### config.mk
export PLATFORM = sky130hd
export DESIGN_NAME = logisim_io_shell_flat
export DESIGN_NICKNAME = d
export VERILOG_FILES = /design/src/rtl/logisim_io_pkg.sv /design/src/rtl/logisim_io_shell_if.sv /design/src/rtl/logisim_io_debounce.sv /design/src/rtl/logisim_io_shell.sv /design/src/flat_wrapper.sv
export SDC_FILE = /design/constraint.sdc
export NUM_CORES = 1
export LEC_CHECK = 0
export ABC_AREA = 1
export CELL_PAD_IN_SITES_DETAIL_PLACEMENT = 0
export CELL_PAD_IN_SITES_GLOBAL_PLACEMENT = 1
export CORE_ASPECT_RATIO = 1.4
export CORE_MARGIN = 10
export CORE_UTILIZATION = 30
export CTS_BUF_LIST = sky130_fd_sc_hd__clkbuf_8
export DETAILED_ROUTE_END_ITERATION = 7
export HOLD_SLACK_MARGIN = 0.12
export PLACE_DENSITY_LB_ADDON = 0.25
export SYNTH_ARGS = -nofsm -noshare
export SYNTH_HDL_FRONTEND = slang
export SYNTH_SLANG_ARGS = --single-unit
### constraint.sdc
create_clock -name fpgaGlobalClock -period 1.45 [get_ports fpgaGlobalClock]
set_input_delay 0.145 -clock fpgaGlobalClock [delete_from_list [all_inputs] [get_ports fpgaGlobalClock]]
set_output_delay 0.145 -clock fpgaGlobalClock [all_outputs]
set_load 0.02 [all_outputs]
### src/rtl/logisim_io_pkg.sv
// Shared constants and helpers for the Logisim I/O shell.
//   DEF_*   : default parameter values used by the shell and its interface
//   MAX_*   : upper bounds on channel counts the shell is meant to handle
//   cnt_w() : width of a debounce counter that must hold 0..cycles
package logisim_io_pkg;

    localparam int DEF_NUM_IN          = 2;
    localparam int DEF_NUM_OUT         = 1;
    localparam int DEF_DEBOUNCE_CYCLES = 4;
    localparam bit DEF_OUT_REG         = 1'b1;

    // Masks are carried as NUM_IN-wide vectors; these bound the widths.
    localparam int MAX_NUM_IN  = 64;
    localparam int MAX_NUM_OUT = 64;

    function automatic int cnt_w(input int cycles);
        return (cycles < 1) ? 1 : $clog2(cycles + 1);
    endfunction

endpackage

### src/rtl/logisim_io_shell_if.sv
// Board/circuit side bundle of the Logisim I/O shell.
//   pin_in    : raw board inputs            (master -> slave)
//   core_out  : outputs of the circuit      (master -> slave)
//   core_lvl  : conditioned input levels    (slave  -> master)
//   core_rise : one-cycle rise pulses       (slave  -> master)
//   pin_out   : board output pins           (slave  -> master)
// The shell is the slave; the board/circuit environment is the master.
interface logisim_io_shell_if
    import logisim_io_pkg::*;
#(
    parameter int NUM_IN  = DEF_NUM_IN,
    parameter int NUM_OUT = DEF_NUM_OUT
);
    logic [NUM_IN-1:0]  pin_in;
    logic [NUM_IN-1:0]  core_lvl;
    logic [NUM_IN-1:0]  core_rise;
    logic [NUM_OUT-1:0] core_out;
    logic [NUM_OUT-1:0] pin_out;

    modport master (
        output pin_in,
        output core_out,
        input  core_lvl,
        input  core_rise,
        input  pin_out
    );

    modport slave (
        input  pin_in,
        input  core_out,
        output core_lvl,
        output core_rise,
        output pin_out
    );
endinterface

### src/rtl/logisim_io_debounce.sv
// One input channel: polarity, 2-FF synchroniser, debounce, rise pulse, toggle.
//   i_clk    : system clock
//   i_rst_n  : asynchronous active-low reset
//   i_pin    : raw asynchronous board input
//   o_lvl    : debounced level, or toggle state when TOGGLE=1
//   o_rise   : one-cycle pulse when the debounced level goes 0->1
module logisim_io_debounce
    import logisim_io_pkg::*;
#(
    parameter int DEBOUNCE_CYCLES = DEF_DEBOUNCE_CYCLES,
    parameter bit ACTIVE_LOW      = 1'b0,
    parameter bit TOGGLE          = 1'b0
) (
    input  logic i_clk,
    input  logic i_rst_n,
    input  logic i_pin,
    output logic o_lvl,
    output logic o_rise
);
    localparam int            CW   = cnt_w(DEBOUNCE_CYCLES);
    localparam logic [CW-1:0] LAST = CW'(DEBOUNCE_CYCLES - 1);

    logic          r_sync1;
    logic          r_sync2;
    logic          r_deb;
    logic          r_rise;
    logic          r_tog;
    logic [CW-1:0] r_cnt;

    logic w_pol;
    logic w_accept;
    logic w_accept_rise;

    assign w_pol         = i_pin ^ ACTIVE_LOW;
    // The synchronised value has disagreed with deb for DEBOUNCE_CYCLES
    // consecutive samples, counting this one.
    assign w_accept      = (r_sync2 != r_deb) && (r_cnt == LAST);
    assign w_accept_rise = w_accept & r_sync2;

    always_ff @(posedge i_clk or negedge i_rst_n) begin
        if (!i_rst_n) begin
            r_sync1 <= 1'b0;
            r_sync2 <= 1'b0;
            r_deb   <= 1'b0;
            r_cnt   <= '0;
            r_rise  <= 1'b0;
            r_tog   <= 1'b0;
        end else begin
            r_sync1 <= w_pol;
            r_sync2 <= r_sync1;
            if (r_sync2 == r_deb) begin
                // Stable or a glitch returned to the accepted level.
                r_cnt <= '0;
            end else if (w_accept) begin
                r_deb <= r_sync2;
                r_cnt <= '0;
            end else begin
                r_cnt <= r_cnt + 1'b1;
            end
            // Rise pulse and toggle move on the same edge deb goes high.
            r_rise <= w_accept_rise;
            if (w_accept_rise) begin
                r_tog <= ~r_tog;
            end
        end
    end

    assign o_lvl  = TOGGLE ? r_tog : r_deb;
    assign o_rise = r_rise;

endmodule

### src/rtl/logisim_io_shell.sv
// FPGA top-level I/O shell between board pins and a generated Logisim circuit.
//   fpgaGlobalClock   : system clock
//   fpgaGlobalReset_n : asynchronous active-low reset
//   io (slave)        : pin_in/core_out in, core_lvl/core_rise/pin_out out
// Each input channel is conditioned by its own debounce instance; board
// outputs are either registered once or passed straight through.
module logisim_io_shell
    import logisim_io_pkg::*;
#(
    parameter int                NUM_IN          = DEF_NUM_IN,
    parameter int                NUM_OUT         = DEF_NUM_OUT,
    parameter int                DEBOUNCE_CYCLES = DEF_DEBOUNCE_CYCLES,
    parameter logic [NUM_IN-1:0] IN_ACTIVE_LOW   = '0,
    parameter logic [NUM_IN-1:0] TOGGLE_MASK     = '0,
    parameter bit                OUT_REG         = DEF_OUT_REG
) (
    input  logic               fpgaGlobalClock,
    input  logic               fpgaGlobalReset_n,
    logisim_io_shell_if.slave  io
);
    logic [NUM_IN-1:0] w_lvl;
    logic [NUM_IN-1:0] w_rise;

    for (genvar i = 0; i < NUM_IN; i++) begin : g_ch
        logisim_io_debounce #(
            .DEBOUNCE_CYCLES (DEBOUNCE_CYCLES),
            .ACTIVE_LOW      (IN_ACTIVE_LOW[i]),
            .TOGGLE          (TOGGLE_MASK[i])
        ) u_deb (
            .i_clk   (fpgaGlobalClock),
            .i_rst_n (fpgaGlobalReset_n),
            .i_pin   (io.pin_in[i]),
            .o_lvl   (w_lvl[i]),
            .o_rise  (w_rise[i])
        );
    end

    assign io.core_lvl  = w_lvl;
    assign io.core_rise = w_rise;

    if (OUT_REG) begin : g_out_reg
        logic [NUM_OUT-1:0] r_pin_out;

        always_ff @(posedge fpgaGlobalClock or negedge fpgaGlobalReset_n) begin
            if (!fpgaGlobalReset_n) begin
                r_pin_out <= '0;
            end else begin
                r_pin_out <= io.core_out;
            end
        end

        assign io.pin_out = r_pin_out;
    end else begin : g_out_comb
        assign io.pin_out = io.core_out;
    end

endmodule

### src/flat_wrapper.sv
// flat-port wrapper written by rule: the top's interface ports become plain ports
module logisim_io_shell_flat import logisim_io_pkg::*;
#(
    parameter int                NUM_IN          = DEF_NUM_IN,
    parameter int                NUM_OUT         = DEF_NUM_OUT,
    parameter int                DEBOUNCE_CYCLES = DEF_DEBOUNCE_CYCLES,
    parameter logic [NUM_IN-1:0] IN_ACTIVE_LOW   = '0,
    parameter logic [NUM_IN-1:0] TOGGLE_MASK     = '0,
    parameter bit                OUT_REG         = DEF_OUT_REG
)
  (fpgaGlobalClock, fpgaGlobalReset_n, io_pin_in, io_core_out, io_core_lvl, io_core_rise, io_pin_out);
  logisim_io_shell_if #(.NUM_IN(NUM_IN), .NUM_OUT(NUM_OUT)) io_i ();
  input  logic fpgaGlobalClock;
  input  logic fpgaGlobalReset_n;
  input wire logic [$bits(io_i.pin_in)-1:0] io_pin_in;
  input wire logic [$bits(io_i.core_out)-1:0] io_core_out;
  output wire logic [$bits(io_i.core_lvl)-1:0] io_core_lvl;
  output wire logic [$bits(io_i.core_rise)-1:0] io_core_rise;
  output wire logic [$bits(io_i.pin_out)-1:0] io_pin_out;
  assign io_i.pin_in = io_pin_in;
  assign io_i.core_out = io_core_out;
  assign io_core_lvl = io_i.core_lvl;
  assign io_core_rise = io_i.core_rise;
  assign io_pin_out = io_i.pin_out;
  logisim_io_shell #(.NUM_IN(NUM_IN), .NUM_OUT(NUM_OUT), .DEBOUNCE_CYCLES(DEBOUNCE_CYCLES), .IN_ACTIVE_LOW(IN_ACTIVE_LOW), .TOGGLE_MASK(TOGGLE_MASK), .OUT_REG(OUT_REG)) u_core (.fpgaGlobalClock(fpgaGlobalClock), .fpgaGlobalReset_n(fpgaGlobalReset_n), .io(io_i));
endmodule
==> reports/metrics.csv, run 1 <==
stage,metric,value,unit
status,status,"complete, no violations",
route,vias per cell,4.09,
grt,first-pass GRT wire length,1590,um
synthesis,"count leader, synth",dfrtp_1,
sta,final hold violations,0,
die,Initial Utilization,32.5,%
worst_setup_path,"CP delay by family, top",buffers and inverters,
run,Max-Cap Viols,0,
sta,Rel. slew slack,84.8,%
synthesis,largest area contributor in the netlist,dfrtp_1,
clock_tree,H-tree levels,1,
sta,final setup vio count,0,
synthesis,post-synthesis area per instance,9.92,um^2
worst_setup_path,Worst setup SP type,flip-flop,
die,DIE HEIGHT,72.3,um
place,Placed Instance Area,678,um^2
synthesis,largest cells by area after synthesis,"dfrtp_1 64%, nand2_1 8.3%, inv_1 5.8%, buf_4 5.1%, nor2_1 5.1%",
clock_tree,"Reg clk slew, reported paths",0.06,ns
route,WL/cell,9.30,um
synthesis,Synth Register Bits,15,
place,Port Buffer Count,9,
grt,grt ovf,0,
clock_tree,CTS tree,yes,
sta,final critical-path share of the clock period,90.0,%
cells_and_area,Area Growth Syn to Fin,24.6,%
sta,RSZ-0062 raised after global routing,no,
synthesis,top cell type's share of synthesized area,64.1,%
die,row count,18,
synthesis,Synth top cells by count,"15 x dfrtp_1, 13 x nand2_1, 9 x inv_1",
die,total die area,4140,um^2
sta,Worst Tran Pin Value,0.228,ns
place,GP Congestion,0.712,
clock_tree,total CTS buffers,3,
cells_and_area,filler instances,196,
route,# DRC,0,
route,final antenna-violating net count,0,
worst_setup_path,CP endpoint kind,primary output,
route,Total Routed Length,828,um
worst_setup_path,CP Cell Sequence,clkdlybuf4s50_1,
worst_setup_path,"slowest stage cell, crit path",clkdlybuf4s50_1,
clock_tree,Clock Tree Buf Depth,2,
grt,vias in the first global route,368,
sta,Setup TNS Final,0,ns
hold_path,worst hold-check path type,in -> async,
synthesis,post-synthesis cell area,586,um^2
worst_setup_path,CP bufs+invs,1,
synthesis,Synth Flop Type,dfrtp_1,
worst_setup_path,Max stage delay on crit path,0.60,ns
die,IO Pins,10,
synthesis,Synthesized Nets,66,
worst_setup_path,Crit path required time,1.31,ns
grt,pin count of the biggest net entering global routing,16,
cells_and_area,nets,77,
power,Leakage,0.395,nW
sta,minimum clock period after layout,1.30,ns
power,VDD IR max,0.000588,V
sta,skew final,0.000650,ns
synthesis,register area share after synthesis,64.1,%
synthesis,Post-synth EDFFs,0,
place,HPWL after DPL,649,um
synthesis,Ys Warns,0,
worst_setup_path,critical path type,reg -> out,
power,PD cells,1650,nW/um^2
cells_and_area,layout cell share with drive strength beyond 1,15.9,%
clock_tree,clk_lat worst skew,0.24,ns
grt,GRT Total Usage,4.88,%
route,via count,364,
synthesis,Post-synth ARST share,100,%
cells_and_area,design area,729,um^2
route,DR iter-0 viols,2,
die,core area,1800,um^2
grt,initial antenna violation count,0,
sta,Slew Limit Fails,0,
clock_tree,CTS root buf,clkbuf_8,
route,Pre-antenna DRT Iters,3,
worst_setup_path,crit path max fanout,1,
worst_setup_path,Critical Path AT,1.16,ns
cells_and_area,n_diodes,0,
clock_tree,CTS hold repair buffers,0,
synthesis,Post-Synthesis Cells,59,
sta,Max Fclk,766,MHz
die,die width,57.3,um
clock_tree,Clock Sinks,15,
synthesis,distinct cell type count after synthesis,9,
[cell usage in the layout, fill, tap and decap left out]
master	count
clkdlybuf4s50_1	7
dfrtp_1	15
ha_1	2
clkinv_2	1
nand3_1	2
dlymetal6s2s_1	2
inv_1	9
nand2_1	13
clkbuf_8	3
nor2_1	8
buf_4	1
nand2_2	4
inv_2	2
[metal layers]
| layer | GRT usage, % | up-vias | part of all wire [%] |
|---|---|---|---|
| met5 | 0 | - | 0 |
| met2 | 7.54 | 9 | 50 |
| met3 | 2.96 | 2 | 6.8 |
| met4 | 3.14 | 0 | 0.72 |
| li1 | - | 188 | - |
| met1 | 4.81 | 165 | 42 |
[registers in the layout (all words and copies together) (netlist names)]
signal / cells
u_core.g_ch.u_deb.r_sync1: 2
u_core.g_ch.u_deb.r_cnt: 6
u_core.io.pin_out: 1
u_core.g_ch.u_deb.o_lvl: 2
u_core.g_ch.u_deb.r_sync2: 2
u_core.g_ch.u_deb.o_rise: 2
[worst paths after layout]
path | from | endpoint | slack (ns) | cells past startpoint
worst max-delay path | u_core.io.pin_out$_DFF_PN0_ | io_pin_out | 0.15 | 1
worst min-delay path | fpgaGlobalReset_n | u_core.io.pin_out$_DFF_PN0_ | 0.21 | 2
worst max register to register | u_core.g_ch[1].u_deb.r_cnt[0]$_DFF_PN0_ | u_core.g_ch[1].u_deb.r_cnt[0]$_DFF_PN0_ | 0.51 | 4
worst min register to register | u_core.g_ch[1].u_deb.r_sync1$_DFF_PN0_ | u_core.g_ch[1].u_deb.r_sync2$_DFF_PN0_ | 0.35 | 0
max in group asynchronous | fpgaGlobalReset_n | u_core.g_ch[1].u_deb.o_rise$_DFF_PN0_ | 1.07 | 2
min in group fpgaGlobalClock | io_pin_in[0] | u_core.g_ch[0].u_deb.r_sync1$_DFF_PN0_ | 0.34 | 1
[final cells by class]
cell class | instances | area, um^2 | area share (%)
clock inverter | 1 | 5.00 | 0.686
timing repair buffer | 10 | 103 | 14.1
multi-input combinational | 29 | 139 | 19.0
tap | 20 | 25.0 | 3.43
clock buffer | 3 | 41.3 | 5.66
inverter | 11 | 41.3 | 5.66
sequential | 15 | 375 | 51.5
[power breakdown]
group          switching, mW  internal (mW)  total (mW)
Clock                  0.139          0.190       0.329
Sequential            0.0541          0.502       0.557
Combinational          0.178          0.142       0.321
[cells by family (layout without fill, tap and decap cells)]
logic type	Yosys count	after routing	synth area share [%]
flip-flops	15	15	64.1
AND/OR/NAND/NOR	27	27	19.4
buffers and inverters	15	25	12.2
adder cells (fa/ha/maj)	2	2	4.27
[worst reg2reg max path, delay by kind of cell, from the launching register on]
family        cells  cell delay (ns)
fa+ha+maj         1             0.22
flops             1             0.38
simple gates      3             0.27
[what timing repair did]
item / 4_1_cts / 5_1_grt
buffers inserted: 0 / 0
resized for setup: 0 / 2
endpoints found under the setup margin: 0 / 2
[per-stage QoR]
stage	utilization, %	setup slack, ns	hold slack, ns	total power [mW]	std cells
floorplan	-	0.587	-0.151	0.819	59
global placement	37.6	0.286	0.332	0.896	85
detailed placement	37.6	0.276	0.336	0.901	85
CTS	40.2	0.00128	0.220	1.24	89
global route	40.5	0.0872	0.243	1.31	89
finish	40.5	0.145	0.213	1.21	89
Note: power is estimated with default switching activity, not from simulation.
==> run 2: changes to the inputs <==
CORE_ASPECT_RATIO = default   (was 1.4)
CORE_UTILIZATION = 43   (was 30)
==> run 2 against run 1 <==
Net effect: fmax is essentially flat; sequential power about the same; register-to-register slack about the same; global-route usage grew 0.71 points; worst setup slack improved by 0.00064 ns; critical path depth stayed put; non-clock buffer count unchanged; flip-flop and latch count stayed put; final cell count shrank 5.6%; die area decreased by 22%; utilization up 16 points; combinational power hardly changed; largest cell class unchanged.
==> reports/metrics.csv, run 2 (same netlist as run 1, synthesis figures left out) <==
stage,metric,value,unit,change
worst_setup_path,critical path type,reg -> out,,unchanged
sta,Slew Limit Fails,0,,unchanged
cells_and_area,n_diodes,0,,unchanged
clock_tree,Clock Tree Buf Depth,2,,unchanged
route,# DRC,0,,unchanged
worst_setup_path,FF-to-FF End,u_core.g_ch[1].u_deb.r_cnt[0]$_DFF_PN0_,,unchanged
die,DIE HEIGHT,56.9,um,was 72.3 um
cells_and_area,register area,375,um^2,unchanged
sta,Rel. slew slack,84.7,%,was 84.8%
clock_tree,H-tree levels,1,,unchanged
worst_setup_path,R2R Setup Slk,0.51,ns,about the same
place,GP Congestion,0.693,,was 0.712
route,DR iter-0 viols,8,,was 2
sta,minimum clock period after layout,1.30,ns,about the same
worst_setup_path,"slowest stage cell, crit path",clkdlybuf4s50_1,,unchanged
grt,GRT Total Usage,5.60,%,was 4.88%
worst_setup_path,Worst setup SP type,flip-flop,,unchanged
cells_and_area,max reg flops,6,,unchanged
die,IO Pins,10,,unchanged
worst_setup_path,Critical Path AT,1.16,ns,about the same
cells_and_area,Multi-input gate area,139,um^2,unchanged
clock_tree,Clock Sinks,15,,unchanged
route,final antenna-violating net count,0,,unchanged
worst_setup_path,crit path max fanout,1,,unchanged
worst_setup_path,Max stage delay on crit path,0.60,ns,about the same
route,Pre-antenna DRT Iters,4,,was 3
worst_setup_path,reg2reg path depth,4,,unchanged
hold_path,worst hold-check path type,in -> async,,unchanged
route,Total Routed Length,796,um,was 828 um
route,WL/cell,9.48,um,was 9.30 um
worst_setup_path,CP bufs+invs,1,,unchanged
power,PD cells,1650,nW/um^2,about the same
die,total die area,3240,um^2,was 4140 um^2
route,vias per cell,4.24,,was 4.09
sta,Worst Tran Pin Value,0.229,ns,was 0.228 ns
cells_and_area,"commonest non-fill, non-tap cells in the layout","15 x dfrtp_1, 13 x nand2_1, 10 x inv_1, 8 x nor2_1, 7 x clkdlybuf4s50_1",,"was 15 x dfrtp_1, 13 x nand2_1, 9 x inv_1, 8 x nor2_1, 7 x clkdlybuf4s50_1"
die,row count,13,,was 18
sta,final hold violations,0,,unchanged
route,via count,356,,was 364
cells_and_area,Area Growth Syn to Fin,23.3,%,was 24.6%
cells_and_area,filler instances,118,,was 196
worst_setup_path,Crit path depth,1,,unchanged
sta,RSZ-0062 raised after global routing,no,,unchanged
sta,Setup TNS Final,0,ns,unchanged
die,die width,56.9,um,was 57.3 um
run,Max-Cap Viols,0,,unchanged
sta,skew final,0.000527,ns,was 0.000650 ns
grt,first-pass GRT wire length,1390,um,was 1590 um
worst_setup_path,"CP delay by family, top",buffers and inverters,,unchanged
clock_tree,"Reg clk slew, reported paths",0.06,ns,about the same
place,HPWL after DPL,607,um,was 649 um
clock_tree,CTS tree,yes,,unchanged
place,Placed Instance Area,672,um^2,was 678 um^2
worst_setup_path,CP endpoint kind,primary output,,unchanged
worst_setup_path,Setup crit end,io_pin_out,,unchanged
clock_tree,clk_lat worst skew,0.24,ns,about the same
clock_tree,total CTS buffers,3,,unchanged
die,core area,1280,um^2,was 1800 um^2
sta,Hold WS,0.218,ns,was 0.213 ns
grt,vias in the first global route,341,,was 368
cells_and_area,layout cell share with drive strength beyond 1,14.5,%,was 15.9%
place,Port Buffer Count,9,,unchanged
clock_tree,CTS hold repair buffers,0,,unchanged
sta,final critical-path share of the clock period,89.9,%,was 90.0%
grt,pin count of the biggest net entering global routing,16,,unchanged
power,VDD IR max,0.000985,V,was 0.000588 V
cells_and_area,"commonest non-fill, non-tap cell in the layout",dfrtp_1,,unchanged
clock_tree,Post-CTS Setup Bufs,0,,unchanged
cells_and_area,Biggest register,u_core.g_ch.u_deb.r_cnt,,unchanged
cells_and_area,design area,722,um^2,was 729 um^2
clock_tree,Post-CTS Resized,0,,unchanged
clock_tree,CTS root buf,clkbuf_8,,unchanged
power,Leakage,0.397,nW,was 0.395 nW
status,status,"complete, no violations",,unchanged
die,Initial Utilization,45.6,%,was 32.5%
worst_setup_path,Crit path required time,1.31,ns,about the same
grt,grt ovf,0,,unchanged
grt,initial antenna violation count,0,,unchanged
cells_and_area,nets,77,,unchanged
worst_setup_path,Worst R2R Start,u_core.g_ch[1].u_deb.r_cnt[0]$_DFF_PN0_,,unchanged
sta,Max Fclk,767,MHz,was 766 MHz
worst_setup_path,crit path from,u_core.io.pin_out$_DFF_PN0_,,unchanged
worst_setup_path,CP Cell Sequence,clkdlybuf4s50_1,,unchanged
sta,final setup vio count,0,,unchanged
-- run 2: cell types whose count changed in the layout (fill, tap and decap cells not counted), sizes merged --
| cell | before | now |
|---|---|---|
| clkinv | 1 | 0 |
| inv | 11 | 12 |
-- run 2: power by group --
group	switching, mW	total [mW]	internal, mW
combinational	0.180	0.322	0.143
clock	0.130	0.317	0.187
sequential	0.0526	0.555	0.503
total	0.362	1.19	0.832
-- run 2: worst min-delay path by stage --
stage	from	endpoint	slack [ns]	depth (start not counted)
final	fpgaGlobalReset_n	u_core.g_ch[0].u_deb.r_sync1$_DFF_PN0_	0.22	2
after global routing	fpgaGlobalReset_n	u_core.g_ch[1].u_deb.o_rise$_DFF_PN0_	0.24	2
after CTS	fpgaGlobalReset_n	u_core.g_ch[1].u_deb.o_rise$_DFF_PN0_	0.22	2
after detailed placement	u_core.g_ch[1].u_deb.r_sync1$_DFF_PN0_	u_core.g_ch[1].u_deb.r_sync2$_DFF_PN0_	0.33	0
after global placement	u_core.g_ch[0].u_deb.r_sync1$_DFF_PN0_	u_core.g_ch[0].u_deb.r_sync2$_DFF_PN0_	0.33	0
after floorplan	fpgaGlobalReset_n	u_core.g_ch[0].u_deb.o_lvl$_DFFE_PN0P_	-0.15	0
-- run 2: per-layer routing --
layer	up-vias	routed length, um	track usage, %
li1	188	-	-
met1	155	381	6.77
met2	11	318	6.20
met3	2	85	3.15
met4	0	12	6.04
met5	-	0	0
-- run 2: cell type report --
class,count,area share [%]
clock buffers,3,5.72
clock inverters,1,0.520
inverters,11,5.72
multi-input cells,29,19.2
flip-flops and latches,15,52.0
well taps,15,2.60
repair buffers,10,14.2
-- run 2: through the flow --
step | instances | power (mW) | worst slack (ns) | util (%)
after floorplan | 59 | 0.819 | 0.587 | -
after global placement | 80 | 0.894 | 0.290 | 52.3
after detailed placement | 80 | 0.898 | 0.278 | 52.3
after CTS | 84 | 1.22 | 0.0126 | 55.8
after global routing | 84 | 1.29 | 0.0981 | 56.2
final | 84 | 1.19 | 0.146 | 56.2
==> run 3: changes to the inputs <==
CAP_MARGIN = 25   (was default)
CORE_ASPECT_RATIO = 1.1   (was default)
CORE_UTILIZATION = 40   (was 43)
clock period = 1.4 ns   (was 1.45 ns; I/O delays follow)
==> run 3 against run 2 <==
Net effect: non-clock buffer count unchanged; critical path depth unchanged; first-iteration DRC count down 63%; critical path type unchanged; sequential share of layout area up 0.36 points; die area up 4.9%; power up 3.6%; largest cell class unchanged; hold slack worse by 0.019 ns; highest routed layer unchanged; largest power group unchanged; count of clock-buffer cells in the layout unchanged; global-route usage about the same; utilization down 4.4 points; flip-flop and latch count unchanged.
==> reports/metrics.csv, run 3 (same netlist as run 1, synthesis figures left out) <==
stage,metric,value,unit,change
clock_tree,Clock Tree Buf Depth,2,,unchanged
die,DIE HEIGHT,60.1,um,was 56.9 um
sta,Slew Limit Fails,0,,unchanged
die,total die area,3400,um^2,was 3240 um^2
route,vias per cell,4.18,,was 4.24
grt,first-pass GRT wire length,1430,um,was 1390 um
clock_tree,Clock Sinks,15,,unchanged
power,Seq pwr share,46.7,%,was 46.5%
cells_and_area,Area Growth Syn to Fin,22.4,%,was 23.3%
sta,final critical-path share of the clock period,93.4,%,
place,Inst Count DP,81,,was 80
grt,pin count of the biggest net entering global routing,16,,unchanged
route,Total Routed Length,780,um,was 796 um
grt,vias in the first global route,349,,was 341
worst_setup_path,Max stage delay on crit path,0.60,ns,about the same
sta,Hold WS,0.199,ns,was 0.218 ns
worst_setup_path,Crit path required time,1.26,ns,was 1.31 ns
cells_and_area,n_diodes,0,,unchanged
worst_setup_path,Critical Path AT,1.17,ns,was 1.16 ns
worst_setup_path,CP bufs+invs,1,,unchanged
cells_and_area,"commonest non-fill, non-tap cells in the layout","15 x dfrtp_1, 13 x nand2_1, 9 x inv_1, 8 x nor2_1, 7 x clkdlybuf4s50_1",,"was 15 x dfrtp_1, 13 x nand2_1, 10 x inv_1, 8 x nor2_1, 7 x clkdlybuf4s50_1"
power,VDD IR max,0.000757,V,was 0.000985 V
worst_setup_path,FF-to-FF End,u_core.g_ch[1].u_deb.r_cnt[0]$_DFF_PN0_,,unchanged
power,Int Pwr,853,uW,was 832 uW
route,final antenna-violating net count,0,,unchanged
cells_and_area,max reg flops,6,,unchanged
worst_setup_path,critical path type,reg -> out,,unchanged
die,row count,14,,was 13
power,Leakage,0.375,nW,was 0.397 nW
place,GP Congestion,0.698,,was 0.693
sta,final setup vio count,0,,unchanged
place,Port Buffer Count,9,,unchanged
die,core area,1380,um^2,was 1280 um^2
route,WL/cell,9.18,um,was 9.48 um
run,Max-Cap Viols,0,,unchanged
clock_tree,"Reg clk slew, reported paths",0.06,ns,about the same
status,status,"complete, no violations",,unchanged
grt,initial antenna violation count,0,,unchanged
route,WL met1,355,um,was 381 um
power,Sw Pwr,384,uW,was 362 uW
worst_setup_path,reg2reg path depth,4,,unchanged
power,PD cells,1730,nW/um^2,was 1650 nW/um^2
route,DR iter-0 viols,3,,was 8
place,HPWL after DPL,611,um,was 607 um
clock_tree,H-tree levels,1,,unchanged
die,Initial Utilization,42.3,%,was 45.6%
worst_setup_path,CP Cell Sequence,clkdlybuf4s50_1,,unchanged
sta,Setup TNS Final,0,ns,unchanged
sta,Max Fclk,765,MHz,
worst_setup_path,"slowest stage cell, crit path",clkdlybuf4s50_1,,unchanged
route,metal2 WL,313,um,was 318 um
power,Clk pwr share,27.5,%,was 26.5%
sta,final hold violations,0,,unchanged
route,routed wl met3,93,um,was 85 um
worst_setup_path,crit path max fanout,1,,unchanged
clock_tree,CTS tree,yes,,unchanged
clock_tree,total CTS buffers,3,,unchanged
power,switch share,31.0,%,was 30.3%
clock_tree,clk_lat worst skew,0.24,ns,about the same
clock_tree,CTS root buf,clkbuf_8,,unchanged
sta,Rel. slew slack,85.2,%,was 84.7%
cells_and_area,"non-filler cells, final",85,,was 84
cells_and_area,Biggest register,u_core.g_ch.u_deb.r_cnt,,unchanged
clock_tree,Post-CTS Setup Bufs,0,,unchanged
worst_setup_path,CP endpoint kind,primary output,,unchanged
power,Gate power share,25.8,%,was 27.0%
die,die width,56.5,um,was 56.9 um
route,Pre-antenna DRT Iters,2,,was 4
worst_setup_path,Worst R2R Start,u_core.g_ch[1].u_deb.r_cnt[0]$_DFF_PN0_,,unchanged
sta,RSZ-0062 raised after global routing,no,,unchanged
worst_setup_path,"CP delay by family, top",buffers and inverters,,unchanged
route,# DRC,0,,unchanged
sta,Worst Tran Pin Value,0.221,ns,was 0.229 ns
worst_setup_path,R2R Setup Slk,0.45,ns,was 0.51 ns
grt,GRT Total Usage,5.59,%,was 5.60%
route,highest routed layer,met4,,unchanged
die,IO Pins,10,,unchanged
sta,minimum clock period after layout,1.31,ns,
worst_setup_path,Worst setup SP type,flip-flop,,unchanged
hold_path,worst hold-check path type,in -> async,,unchanged
cells_and_area,nets,77,,unchanged
cells_and_area,"commonest non-fill, non-tap cell in the layout",dfrtp_1,,unchanged
grt,grt ovf,0,,unchanged
cells_and_area,layout cell share with drive strength beyond 1,15.9,%,was 14.5%
sta,skew final,0.00536,ns,was 0.000527 ns
route,via count,355,,was 356
run 3: changes by cell type in the layout (fill, tap and decap cells not counted), sizes merged:
| cell | change |
|---|---|
| clkinv | +1 |
| dlygate4sd2 | +2 |
| dlymetal6s2s | -2 |
| inv | -1 |
run 3: final cells by class:
cell class | count | area [um^2]
well taps | 16 | 20.0
inverters | 11 | 41.3
multi-input cells | 29 | 139
flip-flops and latches | 15 | 375
clock buffers | 3 | 41.3
repair buffers | 10 | 95.1
fillers | 147 | 667
clock inverters | 1 | 5.00
run 3: per-stage QoR:
step | power (mW) | area [um^2] | setup slack, ns | util, %
global route | 1.34 | 717 | 0.0535 | 51.8
finish | 1.24 | 717 | 0.0930 | 51.8
global placement | 0.927 | 673 | 0.245 | 48.6
CTS | 1.26 | 717 | 0.0799 | 51.8
detailed placement | 0.932 | 673 | 0.227 | 48.6
floorplan | 0.848 | 586 | 0.537 | -
run 3: worst max-delay path by stage:
stage / start / to / slack, ns / cells after the start
floorplan: u_core.g_ch[1].u_deb.r_cnt[0]$_DFF_PN0_ / u_core.g_ch[1].u_deb.r_cnt[0]$_DFF_PN0_ / 0.54 / 4
global placement: u_core.g_ch[0].u_deb.o_lvl$_DFFE_PN0P_ / io_core_lvl[0] / 0.25 / 1
detailed placement: u_core.g_ch[0].u_deb.o_lvl$_DFFE_PN0P_ / io_core_lvl[0] / 0.23 / 1
CTS: u_core.io.pin_out$_DFF_PN0_ / io_pin_out / 0.08 / 1
global route: u_core.io.pin_out$_DFF_PN0_ / io_pin_out / 0.05 / 1
finish: u_core.io.pin_out$_DFF_PN0_ / io_pin_out / 0.09 / 1
run 3: power groups by stage:
stage          logic [mW]  registers, mW  clock network [mW]
2_1_floorplan       0.270          0.578                   0
3_3_place_gp        0.345          0.582                   0
3_5_place_dp        0.344          0.588                   0
4_1_cts             0.328          0.579               0.353
5_1_grt             0.383          0.590               0.370
6_report            0.320          0.577               0.340
run 3: repair_timing:
item	CTS	global route
hold buffers	0	0
resized for setup	2	0
endpoints found under the hold margin	0	0
endpoints found under the setup margin	2	0
run 3: metal layers:
metal  global-route usage [%]  up-vias
met5                        0        -
met4                     5.15        0
met3                     4.45        4
met2                     6.58       10
met1                     6.06      154
li1                         -      187
==> RTL edit: new RTL, config.mk and constraints of run 1 <==
The package constant `DEF_OUT_REG` goes from 1'b1 to 1'b0.
--- a/src/rtl/logisim_io_pkg.sv
+++ b/src/rtl/logisim_io_pkg.sv
@@ -9,3 +9,3 @@
     localparam int DEF_DEBOUNCE_CYCLES = 4;
-    localparam bit DEF_OUT_REG         = 1'b1;
+    localparam bit DEF_OUT_REG         = 1'b0;
 
Behaviour: not the same (Yosys sat finds a counterexample within 4 cycles, from zero or initial values and one cycle with fpgaGlobalReset_n low).
==> RTL edit against run 1 <==
Worst setup slack gained 0.0028 ns. Sequential cell count shrank 1. Synthesized cell count is the same. Area after synthesis shrank 3.0%. First-iteration DRC count grew to 3.0 times the old value. Final area shrank 6.9%. Routed wire length shrank 1.6%. Total power shrank 3.8%. Critical endpoint is now io_core_rise[0].
==> RTL edit: results (changes against run 1) <==
Global route
  • Vias in the first global route: 380 (+3.3%)
  • Total GRT Usage: 5.11% (+0.23 points)
  • M3 GR Usage: 2.82% (-0.14 points)
  • Largest net degree at the start of global routing: 15 (-1)
  • First-pass GRT wire length: 1560 um (-2.1%)
  • M1 GR Usage: 4.94% (+0.13 points)
  • Met2 Track Usage GR: 7.21% (-0.32 points)

Synth
  • Yosys cell types: 9 (unchanged)
  • Post-synth top cells: dfrtp_1, nand2_1, inv_1
  • Main area contributors after synthesis: dfrtp_1, nand2_1, buf_4, inv_1, nor2_1
  • XOR/XNOR Fraction of Synth Area: 0% (unchanged)
  • Asr flop ratio synth: 100% (unchanged)
  • Compound-gate portion of the synthesized area: 0% (unchanged)
  • Seq/Total Area, Yosys: 61.7% (-2.4 points)
  • Post-synthesis adder-cell area fraction: 4.41% (+0.13 points)
  • Top FF cell, synth: dfrtp_1
  • Yosys warns: 0 (unchanged)
  • Gate Count Post-Synth: 59 (unchanged)

Placement
  • Placed Instances: 82 (-3.5%)
  • Post-DP Area: 633 sq um (-6.6%)
  • DP HPWL: 601 um (-7.4%)
  • # port buffers: 7 (-2)
  • Dpl ws: 0.265 ns (-0.0111 ns)
  • GPL Wtd Cong: 0.692 (-2.9%)

Layout
  • Layout cell share with drive strength beyond 1: 15.4% (-0.56 points)
  • Fillers: 190 (-3.1%)
  • Largest register FFs: 6 (unchanged)
  • Nets: 74 (-3.9%)

Worst setup path
  • RR Startpoint: u_core.g_ch[1].u_deb.r_cnt[0]
  • Capturing point of the worst reg2reg path: u_core.g_ch[1].u_deb.r_cnt[1]

Routing
  • DR WL met3: 42 um (-25%)
  • Met1 WL: 366 um (+4.9%)
  • Violation count after the first detailed-route iteration: 6 (+4)
  • Met2 wire len: 381 um (-8.0%)
  • # DRC: 0 (unchanged)
  • Final wirelength: 815 um (-1.6%)
  • Drt first pass iters: 2 (-1)
  • Vias per cell: 3.93 (-3.9%)
  • Routed WL per cell: 9.59 um (+3.1%)

STA
  • Clock Skew: 0.00283 ns (+0.00218 ns)
  • Worst Max-Slew Pin Slew: 0.230 ns (+0.00263 ns)
  • Hold slack: 0.208 ns (-0.00502 ns)

CTS
  • Reg clk slew, reported paths: 0.06 ns (about the same)
  • CTS root buffer: clkbuf_8
  • Later-pin clock latency in the skew report: 0.24 ns (about the same)
  • CTS Buf Count: 3 (unchanged)
  • Max clock buf depth: 2 (unchanged)

Power and ir drop
  • Worst IR Drop VDD: 0.624 mV (+6.1%)
  • Leak: 0.372 nW (-5.9%)

Run status
  • Status: completed
-- RTL edit: what timing repair did --
| action | CTS | global route |
|---|---|---|
| endpoints found under the setup margin | 0 | 2 |
| setup buffers | 0 | 0 |
| hold buffers | 0 | 0 |
| resized for setup | 0 | 2 |
-- RTL edit: power by group --
| part | leakage [nW] | switching [W] | internal (W) |
|---|---|---|---|
| Sequential | 0.179 | 0.0000543 | 0.000473 |
| Combinational | 0.172 | 0.000176 | 0.000138 |
| Clock | 0.0216 | 0.000134 | 0.000184 |
-- RTL edit: worst max path at each step --
stage / from / endpoint / slack, ns / cells past startpoint
3_5_place_dp: u_core.g_ch[0].u_deb.o_lvl / io_core_lvl[0] / 0.26 / 1
6_report: u_core.g_ch[0].u_deb.o_rise / io_core_rise[0] / 0.15 / 1
2_1_floorplan: u_core.g_ch[1].u_deb.r_cnt[0] / u_core.g_ch[1].u_deb.r_cnt[0] / 0.59 / 4
5_1_grt: u_core.g_ch[1].u_deb.o_rise / io_core_rise[1] / 0.1 / 1
3_3_place_gp: u_core.g_ch[1].u_deb.o_lvl / io_core_lvl[1] / 0.29 / 1
4_1_cts: u_core.g_ch[1].u_deb.o_lvl / io_core_lvl[1] / 0.009 / 1
-- RTL edit: cell type report --
type / count / area [sq um] / area share, %
clock buffer: 3 / 41.3 / 6.08
tap: 20 / 25.0 / 3.68
inverter: 11 / 41.3 / 6.08
sequential: 14 / 350 / 51.6
timing repair buffer: 8 / 82.6 / 12.2
multi-input combinational: 29 / 139 / 20.4
-- RTL edit: logic make-up (layout without fill, tap and decap cells) --
family,after synthesis,after routing
buf+inv,16,22
fa+ha+maj,2,2
simple gates,27,27
flops,14,14
